$ cat src/rtl/sat_pkg.sv
// Shared definitions for the saturating dot-product accumulator: FSM encoding and
// symmetric saturation bounds.
package sat_pkg;

    typedef enum logic {ACCUM = 1'b0, HOLD = 1'b1} state_t;

    // Largest positive value {0,1..1}, returned LSB-aligned in 32 bits.
    function automatic logic [31:0] sat_pos(input int unsigned w);
        return (32'd1 << (w - 1)) - 32'd1;
    endfunction

    // Most negative legal value {1,0..0,1}; the two's complement minimum is excluded.
    function automatic logic [31:0] sat_neg(input int unsigned w);
        return (32'd1 << (w - 1)) + 32'd1;
    endfunction

    // Illegal value {1,0..0}.
    function automatic logic [31:0] val_min(input int unsigned w);
        return 32'd1 << (w - 1);
    endfunction

endpackage

$ cat src/rtl/saturation_logic.sv
// Maps a raw W-bit add result onto the symmetric range, using carry to tell the
// direction of an overflow and folding the illegal minimum onto SAT_NEG.
module saturation_logic
    import sat_pkg::*;
#(
    parameter int unsigned WIDTH_SUM = 4
) (
    input  logic [WIDTH_SUM-1:0] sum,
    input  logic                 carry,
    input  logic                 oflow,
    output logic [WIDTH_SUM-1:0] result
);

    localparam logic [WIDTH_SUM-1:0] SAT_POS = WIDTH_SUM'(sat_pos(WIDTH_SUM));
    localparam logic [WIDTH_SUM-1:0] SAT_NEG = WIDTH_SUM'(sat_neg(WIDTH_SUM));
    localparam logic [WIDTH_SUM-1:0] VAL_MIN = WIDTH_SUM'(val_min(WIDTH_SUM));

    always_comb begin
        result = sum;
        // Overflow only happens with equal operand signs; carry set means both were negative.
        if (oflow) begin
            result = carry ? SAT_NEG : SAT_POS;
        end else if (sum == VAL_MIN) begin
            result = SAT_NEG;
        end
    end

endmodule

$ cat src/rtl/sat_dot_accumulator.sv
// Sequential saturating dot-product accumulator: VEC_LEN products in over valid/ready,
// one saturated sum out over valid/ready.
module sat_dot_accumulator
    import sat_pkg::*;
#(
    parameter int unsigned WIDTH_SUM = 4,
    parameter int unsigned VEC_LEN   = 4,
    parameter int unsigned CNT_W     = 2
) (
    input  logic                 clk_80,
    input  logic                 reset_80,
    input  logic                 in_valid_80,
    output logic                 in_ready_80,
    input  logic [WIDTH_SUM-1:0] in_data_80,
    output logic                 out_valid_80,
    input  logic                 out_ready_80,
    output logic [WIDTH_SUM-1:0] out_data_80,
    output logic                 out_sat_80
);

    localparam logic [WIDTH_SUM-1:0] SAT_NEG = WIDTH_SUM'(sat_neg(WIDTH_SUM));
    localparam logic [WIDTH_SUM-1:0] VAL_MIN = WIDTH_SUM'(val_min(WIDTH_SUM));
    localparam logic [CNT_W-1:0]     CNT_LAST = CNT_W'(VEC_LEN - 1);

    state_t               state_q, state_d;
    logic [WIDTH_SUM-1:0] acc_q;
    logic [CNT_W-1:0]     cnt_q;
    logic                 sat_q;

    logic [WIDTH_SUM-1:0] in_clamped, sum, acc_next;
    logic                 carry, oflow, sat_next;
    logic                 accept, out_fire, last;

    assign accept   = in_valid_80 & in_ready_80;
    assign out_fire = out_valid_80 & out_ready_80;
    assign last     = (cnt_q == CNT_LAST);

    assign in_clamped     = (in_data_80 == VAL_MIN) ? SAT_NEG : in_data_80;
    assign {carry, sum}   = {1'b0, acc_q} + {1'b0, in_clamped};
    assign oflow          = (acc_q[WIDTH_SUM-1] == in_clamped[WIDTH_SUM-1]) &
                            (sum[WIDTH_SUM-1] != acc_q[WIDTH_SUM-1]);
    assign sat_next       = sat_q | oflow | (sum == VAL_MIN);

    saturation_logic #(
        .WIDTH_SUM(WIDTH_SUM)
    ) u_sat (
        .sum   (sum),
        .carry (carry),
        .oflow (oflow),
        .result(acc_next)
    );

    always_ff @(posedge clk_80 or posedge reset_80) begin
        if (reset_80) state_q <= ACCUM;
        else          state_q <= state_d;
    end

    always_comb begin
        state_d = state_q;
        unique case (state_q)
            ACCUM: if (accept && last) state_d = HOLD;
            HOLD:  if (out_fire)       state_d = ACCUM;
            default: state_d = ACCUM;
        endcase
    end

    always_comb begin
        in_ready_80  = (state_q == ACCUM);
        out_valid_80 = (state_q == HOLD);
    end

    always_ff @(posedge clk_80 or posedge reset_80) begin
        if (reset_80) begin
            acc_q       <= '0;
            cnt_q       <= '0;
            sat_q       <= 1'b0;
            out_data_80 <= '0;
            out_sat_80  <= 1'b0;
        end else if (accept) begin
            acc_q <= acc_next;
            cnt_q <= cnt_q + CNT_W'(1);
            sat_q <= sat_next;
            if (last) begin
                out_data_80 <= acc_next;
                out_sat_80  <= sat_next;
            end
        end else if (out_fire) begin
            acc_q <= '0;
            cnt_q <= '0;
            sat_q <= 1'b0;
        end
    end

endmodule
$ cat config.mk
export PLATFORM = sky130hd
export DESIGN_NAME = sat_dot_accumulator
export DESIGN_NICKNAME = d
export VERILOG_FILES = /design/src/rtl/sat_pkg.sv /design/src/rtl/saturation_logic.sv /design/src/rtl/sat_dot_accumulator.sv
export SDC_FILE = /design/constraint.sdc
export NUM_CORES = 1
export LEC_CHECK = 0
export CORE_MARGIN = 4
export CORE_UTILIZATION = 45
export DETAILED_ROUTE_END_ITERATION = 10
export PLACE_DENSITY = 0.72
export SETUP_SLACK_MARGIN = 0.5
export SLEW_MARGIN = 20
export SYNTH_ARGS = -nofsm -noshare
export SYNTH_HDL_FRONTEND = slang
export SYNTH_SLANG_ARGS = --single-unit
$ cat constraint.sdc
create_clock -name clk_80 -period 1.8 [get_ports clk_80]
set_clock_uncertainty 0.05 [all_clocks]
set_input_delay 0.36 -clock clk_80 [delete_from_list [all_inputs] [get_ports clk_80]]
set_output_delay 0.36 -clock clk_80 [all_outputs]
set_load 0.05 [all_outputs]
### Word level (Yosys, flattened, before mapping)

Index checks and enable logic that the tools add are counted.

* bits in registers: 13
* logic and storage cells: 35
* bits of input ports: 8

* eq/ne operators: 5
* bitwise operators: 6
* multiplexer cells: 13
* reductions and logical operators: 3
* $add $sub $neg: 2

Operator list (number)
* 4-bit 2-to-1 mux: 6
* 4-bit equality test (second input constant): 2
* 4-bit by 4-bit adder with 5-bit output: 1
* 1-bit 2-to-1 mux: 4
* 2-bit 2-to-1 mux: 2
* 1-bit bitwise AND: 3
* 2-bit by 1-bit adder with 2-bit output (second input constant): 1
* 2-bit equality test (second input constant): 1
* 1-bit OR: 2
* 1-bit one-hot mux with 2 select lines: 1
* 2-bit AND reduction: 1
* 2-bit nonzero test: 1
* 1-bit equality test: 1
* 1-bit logical AND: 1
* 1-bit inequality test: 1
* 1-bit NOT: 1

### Depth between registers and ports, before layout

Gate-level depths: netlist of run 1.

* depth after elaboration: 8
* depth in mapped cells: 9
* depth with buffers taken out: 9

### Hierarchy

Synthesis of run 1 repeated with hierarchy kept, for this count alone.

* cell total of the unflattened synthesis: 78
* area total of the unflattened synthesis: 787.0 µm²

Modules (own cells, without submodules)
* sat_dot_accumulator: sequential area each 325.3 µm², area an instance 742.0 µm², cells each 71, instances 1
* saturation_logic: sequential area each 0.0 µm², area an instance 45.0 µm², cells each 7, instances 1

### Worst setup path after synthesis of run 1

Ideal clock, no wire load.

* path type: in2reg
* start point: input in_data_80[1]
* end point: register out_sat_80
* data required time: 1.668 ns
* cell stages on the path: 9
* arrival time: 1.907 ns
* slack: -0.239 ns
* cells stage by stage: inv_1 a31o_2 ha_1 inv_1 fa_1 nand2b_1 o21ai_0 nand4_1 a31oi_1

* word-level cells in the longest chain between the ends: 7
* elaborated cells on any way between the ends: 9

Ends and longest elaborated chain
* start: declaration: RTL line sat_dot_accumulator.sv:14 `input logic [WIDTH_SUM-1:0] in_data_80,`
* 4-bit equality test: RTL line sat_dot_accumulator.sv:38 `assign in_clamped = (in_data_80 == VAL_MIN) ? SAT_NEG : in_data_80;`
* 4-bit 2-to-1 mux *: RTL line sat_dot_accumulator.sv:38
* 4-bit by 4-bit adder with 5-bit output: RTL line sat_dot_accumulator.sv:39 `assign {carry, sum} = {1'b0, acc_q} + {1'b0, in_clamped};`
* 1-bit inequality test: RTL line sat_dot_accumulator.sv:41 `(sum[WIDTH_SUM-1] != acc_q[WIDTH_SUM-1]);`
* 1-bit bitwise AND: RTL line sat_dot_accumulator.sv:40 `assign oflow = (acc_q[WIDTH_SUM-1] == in_clamped[WIDTH_SUM-1]) &`
* 1-bit OR: RTL line sat_dot_accumulator.sv:42 `assign sat_next = sat_q | oflow | (sum == VAL_MIN);`
* 1-bit OR *: RTL line sat_dot_accumulator.sv:42
* end signal: assignment: RTL line sat_dot_accumulator.sv:85 `out_sat_80 <= sat_next;`
* end: declaration: RTL line sat_dot_accumulator.sv:18 `output logic out_sat_80`

Mark *: on every way between the ends. The rest lies on a longest branch, timed or not.
A chain may end at the register's enable or synchronous reset.

### Worst setup path after layout of run 1

Ends and elaborated chain as after synthesis.

==> flow_metrics.tcl, run 1 <==
set metrics [dict create \
    wl_per_cell_um 16.5 \
    gr-usage-met1_pct 23.5 \
    ys_seq_area_share_pct 40.6 \
    period_share_pct 107 \
    track_usage_pct 18.5 \
    r2r_slack_ps -90 \
    overflow 0 \
    violations "negative setup slack" \
    netlist.area_leader.share_pct 40.6 \
    ys_ff_latch 13 \
    async_flop_share_pct 100 \
    first_pass_iters 4 \
    ir_worst_vdd_v 0.00150 \
    cts_sinks 13 \
    drcViolationCount 0 \
    maxSlewViolCount 0 \
    max_slew_margin_pct 66.5 \
    numPortBuffers 14 \
    setup_viol 8 \
    max-cap-violations 0 \
    yosys-top-cells-area "dfrtp_1 41%, ha_1 7.8%, nand2_1 6.1%" \
    place_ws_ps -814 \
    grt_use_met2_pct 29.8 \
    cts_buffers 3 \
    syn_to_final_growth_pct 68.2 \
    ys_top_cells_by_count "13 x dfrtp_1, 13 x nand2_1, 8 x inv_1, 8 x o21ai_0, 5 x ha_1" \
    yosys_warnings 0 \
    ctsLongestPathBuffers 2 \
    yosys.cell_types.count 32 \
    syn_nets 97 \
    root_buffer "clkbuf_4" \
    num_vias 779 \
    reg2regPathDepth 7 \
    sw_frac_of_total_pct 45.0 \
    synth_area_per_cell_um2 9.66 \
    routabilityCongestion 0.812 \
    combPwrFrac_pct 72.6 \
    top_usage_layer "met2" \
    finalCriticalPeriod_ps 1930 \
    cts_hold_buf 0 \
    grt_pass1_wl_um 3510 \
    timing.fmax_mhz 517 \
    n_antenna_cell 0 \
    clock_latency_ps 280 \
    hold_viol 0 \
    fin_nets 138 \
    use_met3_pct 6.80 \
    powerDensity_nw_per_um2 1990 \
    timing.final.ws_setup_ps -135 \
    pin_count 15 \
    p_switching_uw 1210 \
    synth-edff-count 0 \
    antenna_left 0 \
    grt_pass1_vias 761 \
    die-height_um 50.2 \
    crit_required_ps 1950 \
    ys.flop_type "dfrtp_1" \
    worst_r2r_endpoint "out_sat_80$_DFFE_PP0P_" \
    status "finished with violations" \
    rows 14 \
    finalPower_uw 2680 \
    power_frac_seq_pct 20.8 \
    crit_path_start "in_data_80[1]" \
    dp_hpwl_um 1480 \
    postSynthCellCount 83 \
    chipWidth_um 50.2 \
    leakagePower_uw 0.000608 \
    start_util_pct 50.3 \
    path_clk_slew_ps 80 \
    clock_power_share_pct 6.6 \
    startpoint_type "primary input" \
    netlist_area_um2 802 \
    die-area_um2 2520 \
    worst_slew_pin_slew_ps 502 \
    synth_top_cell_by_area "dfrtp_1" \
    post_drt_via_cell_ratio 5.30 \
    core_um2 1590 \
    arrival_ps 2080 \
    hold_class "primary input to asynchronous set/reset pin" \
    end_kind "flip-flop" \
    p_int_uw 1470 \
    final_layout_size_suffix_gt1_share_pct 52.8 \
    tritoncts "done" \
    first_iter_violations 15 \
    critPathKind "primary input to flip-flop" \
    grt_max_degree 14 \
    htree_levels 1 \
    wirelength_um 2430 \
    antenna_found_initial 0 \
    crit_path_max_fanout 2 \
    rsz0062_at_grt "true" \
    r2r-start "acc_q[0]$_DFFE_PP0P_" \
]
-- through the flow --
step | util, % | setup TNS (ps) | hold WS [ps] | instance area (um2) | instances
finish | 84.6 | -619 | 367 | 1350 | 147
global route | 84.6 | -1110 | 406 | 1350 | 147
global placement | 71.6 | -7020 | 420 | 1140 | 136
detailed placement | 71.6 | -7270 | 426 | 1140 | 136
floorplan | - | -821 | 187 | 860 | 83
CTS | 80.3 | -271 | 366 | 1280 | 144
-- cell usage in the layout, fill, tap and decap left out, types with 3 or more instances in the layout --
cell,instances
o21ai_1,5
ha_4,3
clkbuf_4,3
buf_4,23
nand4_1,3
inv_1,4
dfrtp_1,12
o21ai_0,4
inv_2,3
buf_6,8
nand2_1,11
nor2_1,3
-- cells by family after synthesis --
group / count (synthesis) / synth area share [%]
AOI/OAI and AO/OA: 24 / 23.1
buffers and inverters: 11 / 6.08
adders and majority gates: 6 / 10.3
DFF: 13 / 40.6
xor gates and xnor gates: 1 / 1.09
and+or+nand+nor: 28 / 18.9
-- per-layer routing --
metal | part of all wire [%] | vias up | wire length (um)
met2 | 52 | 26 | 1260
met5 | 0 | - | 0
met3 | 4.4 | 7 | 106
li1 | - | 376 | -
met4 | 1.3 | 0 | 31
met1 | 43 | 370 | 1030
-- power by group through the flow --
stage                     Sequential (uW)  Clock, uW  Combinational, uW
after floorplan                       728          0                752
after global placement                527          0               1450
after detailed placement              530          0               1480
after CTS                             544        183               1700
after global routing                  574        202               2070
final                                 556        177               1950
-- how the worst max path moves through the flow --
stage	to	slack, ps	depth (start not counted)
after detailed placement	acc_q[0]$_DFFE_PP0P_	-810	11
after global routing	out_sat_80$_DFFE_PP0P_	-230	11
after CTS	out_sat_80$_DFFE_PP0P_	-110	11
after global placement	out_data_80[0]$_DFFE_PP0P_	-760	11
after floorplan	out_data_80[0]$_DFFE_PP0P_	-150	9
final	out_sat_80$_DFFE_PP0P_	-130	11
-- area by class of cell --
| cell class | count | area (um2) |
|---|---|---|
| Multi-Input combinational cell | 59 | 577 |
| Fill cell | 73 | 245 |
| Sequential cell | 13 | 327 |
| Timing Repair Buffer | 39 | 347 |
| Inverter | 8 | 42.5 |
| Tap cell | 24 | 30.0 |
| Clock buffer | 4 | 26.3 |
-- registers in the layout, indices dropped and copies added (netlist names) --
| register | cells |
|---|---|
| acc_q | 4 |
| out_data_80 | 4 |
| cnt_q | 2 |
| out_sat_80 | 1 |
| out_valid_80 | 1 |
| sat_q | 1 |
-- worst max-delay path: stages --
cell,delay [ps]
buf_6,90
buf_6,120
inv_12,40
a31o_4,140
ha_4,130
inv_2,40
fa_2,570
nand2b_4,80
o221ai_4,160
nand4_1,190
a31oi_1,170
-- timing repair --
action / CTS / global route
endpoints found under the setup margin: 14 / 17
resized for setup: 29 / 12
buffers inserted: 4 / 3
pin swaps: 21 / 11
Power figures use the tool's default switching activity.
==> run 2: changes to the inputs <==
CORE_UTILIZATION = 50   (was 45)
CTS_CLUSTER_DIAMETER = 120   (was unset)
PLACE_DENSITY = 0.76   (was 0.72)
clock period = 2.26 ns   (was 1.8 ns; I/O delays follow)
==> run 2 against run 1 <==
The run now ends clean. Global-route usage rose by 2.4 points. Design area is 8.6% lower. Clock power fell by 23%. Combinational power fell by 30%. Final cell count fell by 11%. Non-clock buffer count is 8 lower. Largest cell class unchanged. Highest routed layer unchanged.
==> flow_metrics.tcl, run 2 (synthesized netlist as in run 1, its figures left out) <==
set metrics [dict create \
    status "finished clean" \
    cts_hold_buf 0 \
    rows 14 \
    wl_per_cell_um 16.3 \
    power_frac_seq_pct 22.7 \
    combPwrFrac_pct 70.3 \
    crit_top_cell "buf_6" \
    core_um2 1510 \
    crit_path_max_fanout 2 \
    post_drt_via_cell_ratio 5.66 \
    rsz0062_at_grt "true" \
    setup_viol 0 \
    htree_levels 1 \
    final_cell_area_um2 1230 \
    end_kind "flip-flop" \
    max-cap-violations 0 \
    first_iter_violations 16 \
    wirelength_um 2140 \
    maxSlewViolCount 0 \
    crit_path_start "in_data_80[1]" \
    reg.largest.list "acc_q x4, out_data_80 x4, cnt_q x2" \
    worst_r2r_endpoint "sat_q$_DFFE_PP0P_" \
    pin_count 15 \
    p_int_uw 1050 \
    max_slew_margin_pct 67.1 \
    ctsLongestPathBuffers 2 \
    syn_to_final_growth_pct 53.7 \
    crit_family "adder cells" \
    crit_cells 11 \
    final_common_cell "buf_4" \
    arrival_ps 2180 \
    track_usage_pct 20.9 \
    num_vias 742 \
    leakagePower_uw 0.000561 \
    worst_slew_pin_slew_ps 492 \
    final_layout_size_suffix_gt1_share_pct 40.9 \
    n_antenna_cell 0 \
    reg2regPathDepth 7 \
    hold_viol 0 \
    clock_latency_ps 270 \
    grt_pass1_wl_um 3280 \
    clock_power_share_pct 7.0 \
    p_switching_uw 905 \
    cp_slowest_cell "fa_2" \
    sw_frac_of_total_pct 46.3 \
    grt_pass1_vias 678 \
    root_buffer "clkbuf_4" \
    period_share_pct 90.3 \
    placed_area_um2 1100 \
    hold_ws_ps 447 \
    path_clk_slew_ps 70 \
    numPortBuffers 14 \
    crit_required_ps 2400 \
    drcViolationCount 0 \
    antenna_left 0 \
    ir_worst_vdd_v 0.00107 \
    r2r_slack_ps 370 \
    start_util_pct 53.2 \
    powerDensity_nw_per_um2 1590 \
    antenna_found_initial 0 \
    hold_class "primary input to asynchronous set/reset pin" \
    timing.fmax_mhz 490 \
    layout_common_cells "14 x buf_4, 13 x dfrtp_1, 11 x nand2_1" \
    endpoint "sat_q$_DFFE_PP0P_" \
    die-height_um 48.1 \
    finalPower_uw 1950 \
    first_pass_iters 4 \
    die-area_um2 2310 \
    grt_max_degree 14 \
    crit_buf_inv 4 \
    tns_ps 0 \
    dp_hpwl_um 1500 \
    tritoncts "done" \
    crit_path_max_incr_delay_ps 560 \
    cts_sinks 13 \
    overflow 0 \
    startpoint_type "primary input" \
    critPathKind "primary input to flip-flop" \
    fin_nets 130 \
    r2r-start "acc_q[0]$_DFFE_PP0P_" \
    finalCriticalPeriod_ps 2040 \
    routabilityCongestion 0.836 \
    crit_chain "buf_6 > buf_6 > inv_12 > a31o_4 > ha_4 > inv_2 > fa_2 > nand2b_4 > o221ai_4 > nand4_1 > o21ai_1" \
    cts_buffers 3 \
    chipWidth_um 48.1 \
]
==> run 2: cell types whose count changed in the layout (fill, tap and decap cells not counted), sizes merged <==
cell           delta
dlygate4sd2       +4
clkdlybuf4s50     +1
clkdlybuf4s15     +2
buf              -15
==> run 2: layer usage <==
layer  share of wire [%]  vias to the layer above  track usage, %
met5                   0                        -               0
met4                 1.0                        0            3.23
met3                 5.0                        4            6.39
met2                  52                       19            36.1
met1                  42                      357            25.8
li1                    -                      362               -
==> run 2: power by group through the flow <==
stage	logic, uW	registers, uW	clock network, uW
after floorplan	599	579	0
after global placement	1090	429	0
after detailed placement	1120	437	0
after CTS	1280	440	144
after global routing	1470	459	159
final	1370	444	136
==> run 2: stage by stage <==
stage          setup WS (ps)  std cells  utilization (%)
4_1_cts                  251        130             80.3
5_1_grt                  136        131             81.8
3_5_place_dp            -460        124             73.3
3_3_place_gp            -409        124             73.3
6_report                 220        131             81.8
2_1_floorplan            220         83                -
==> run 2: cell type report <==
type	count	area, um2
Clock buffer	4	26.3
Fill cell	96	274
Inverter	8	42.5
Multi-Input combinational cell	59	553
Sequential cell	13	325
Tap cell	16	20.0
Timing Repair Buffer	31	265
==> run 2: how the worst min path moves through the flow <==
stage | slack, ps | start | end | cells past startpoint
after detailed placement | 430 | out_data_80[1]$_DFFE_PP0P_ | out_data_80[1]$_DFFE_PP0P_ | 2
after CTS | 440 | out_data_80[1]$_DFFE_PP0P_ | out_data_80[1]$_DFFE_PP0P_ | 2
after global routing | 470 | reset_80 | out_data_80[1]$_DFFE_PP0P_ | 2
after floorplan | 280 | reset_80 | acc_q[0]$_DFFE_PP0P_ | 1
final | 450 | reset_80 | out_sat_80$_DFFE_PP0P_ | 2
after global placement | 420 | out_data_80[3]$_DFFE_PP0P_ | out_data_80[3]$_DFFE_PP0P_ | 2
==> run 2: repair_timing <==
action	in CTS	in global routing
pin swaps	13	4
setup buffers	2	1
gates resized for setup	35	6
endpoints found under the setup margin	17	11
==> run 3: changes to the inputs <==
SLEW_MARGIN = 10   (was 20)
==> results of run 3 <==
The final DEF is identical to that of run 2; final timing and power are the same.
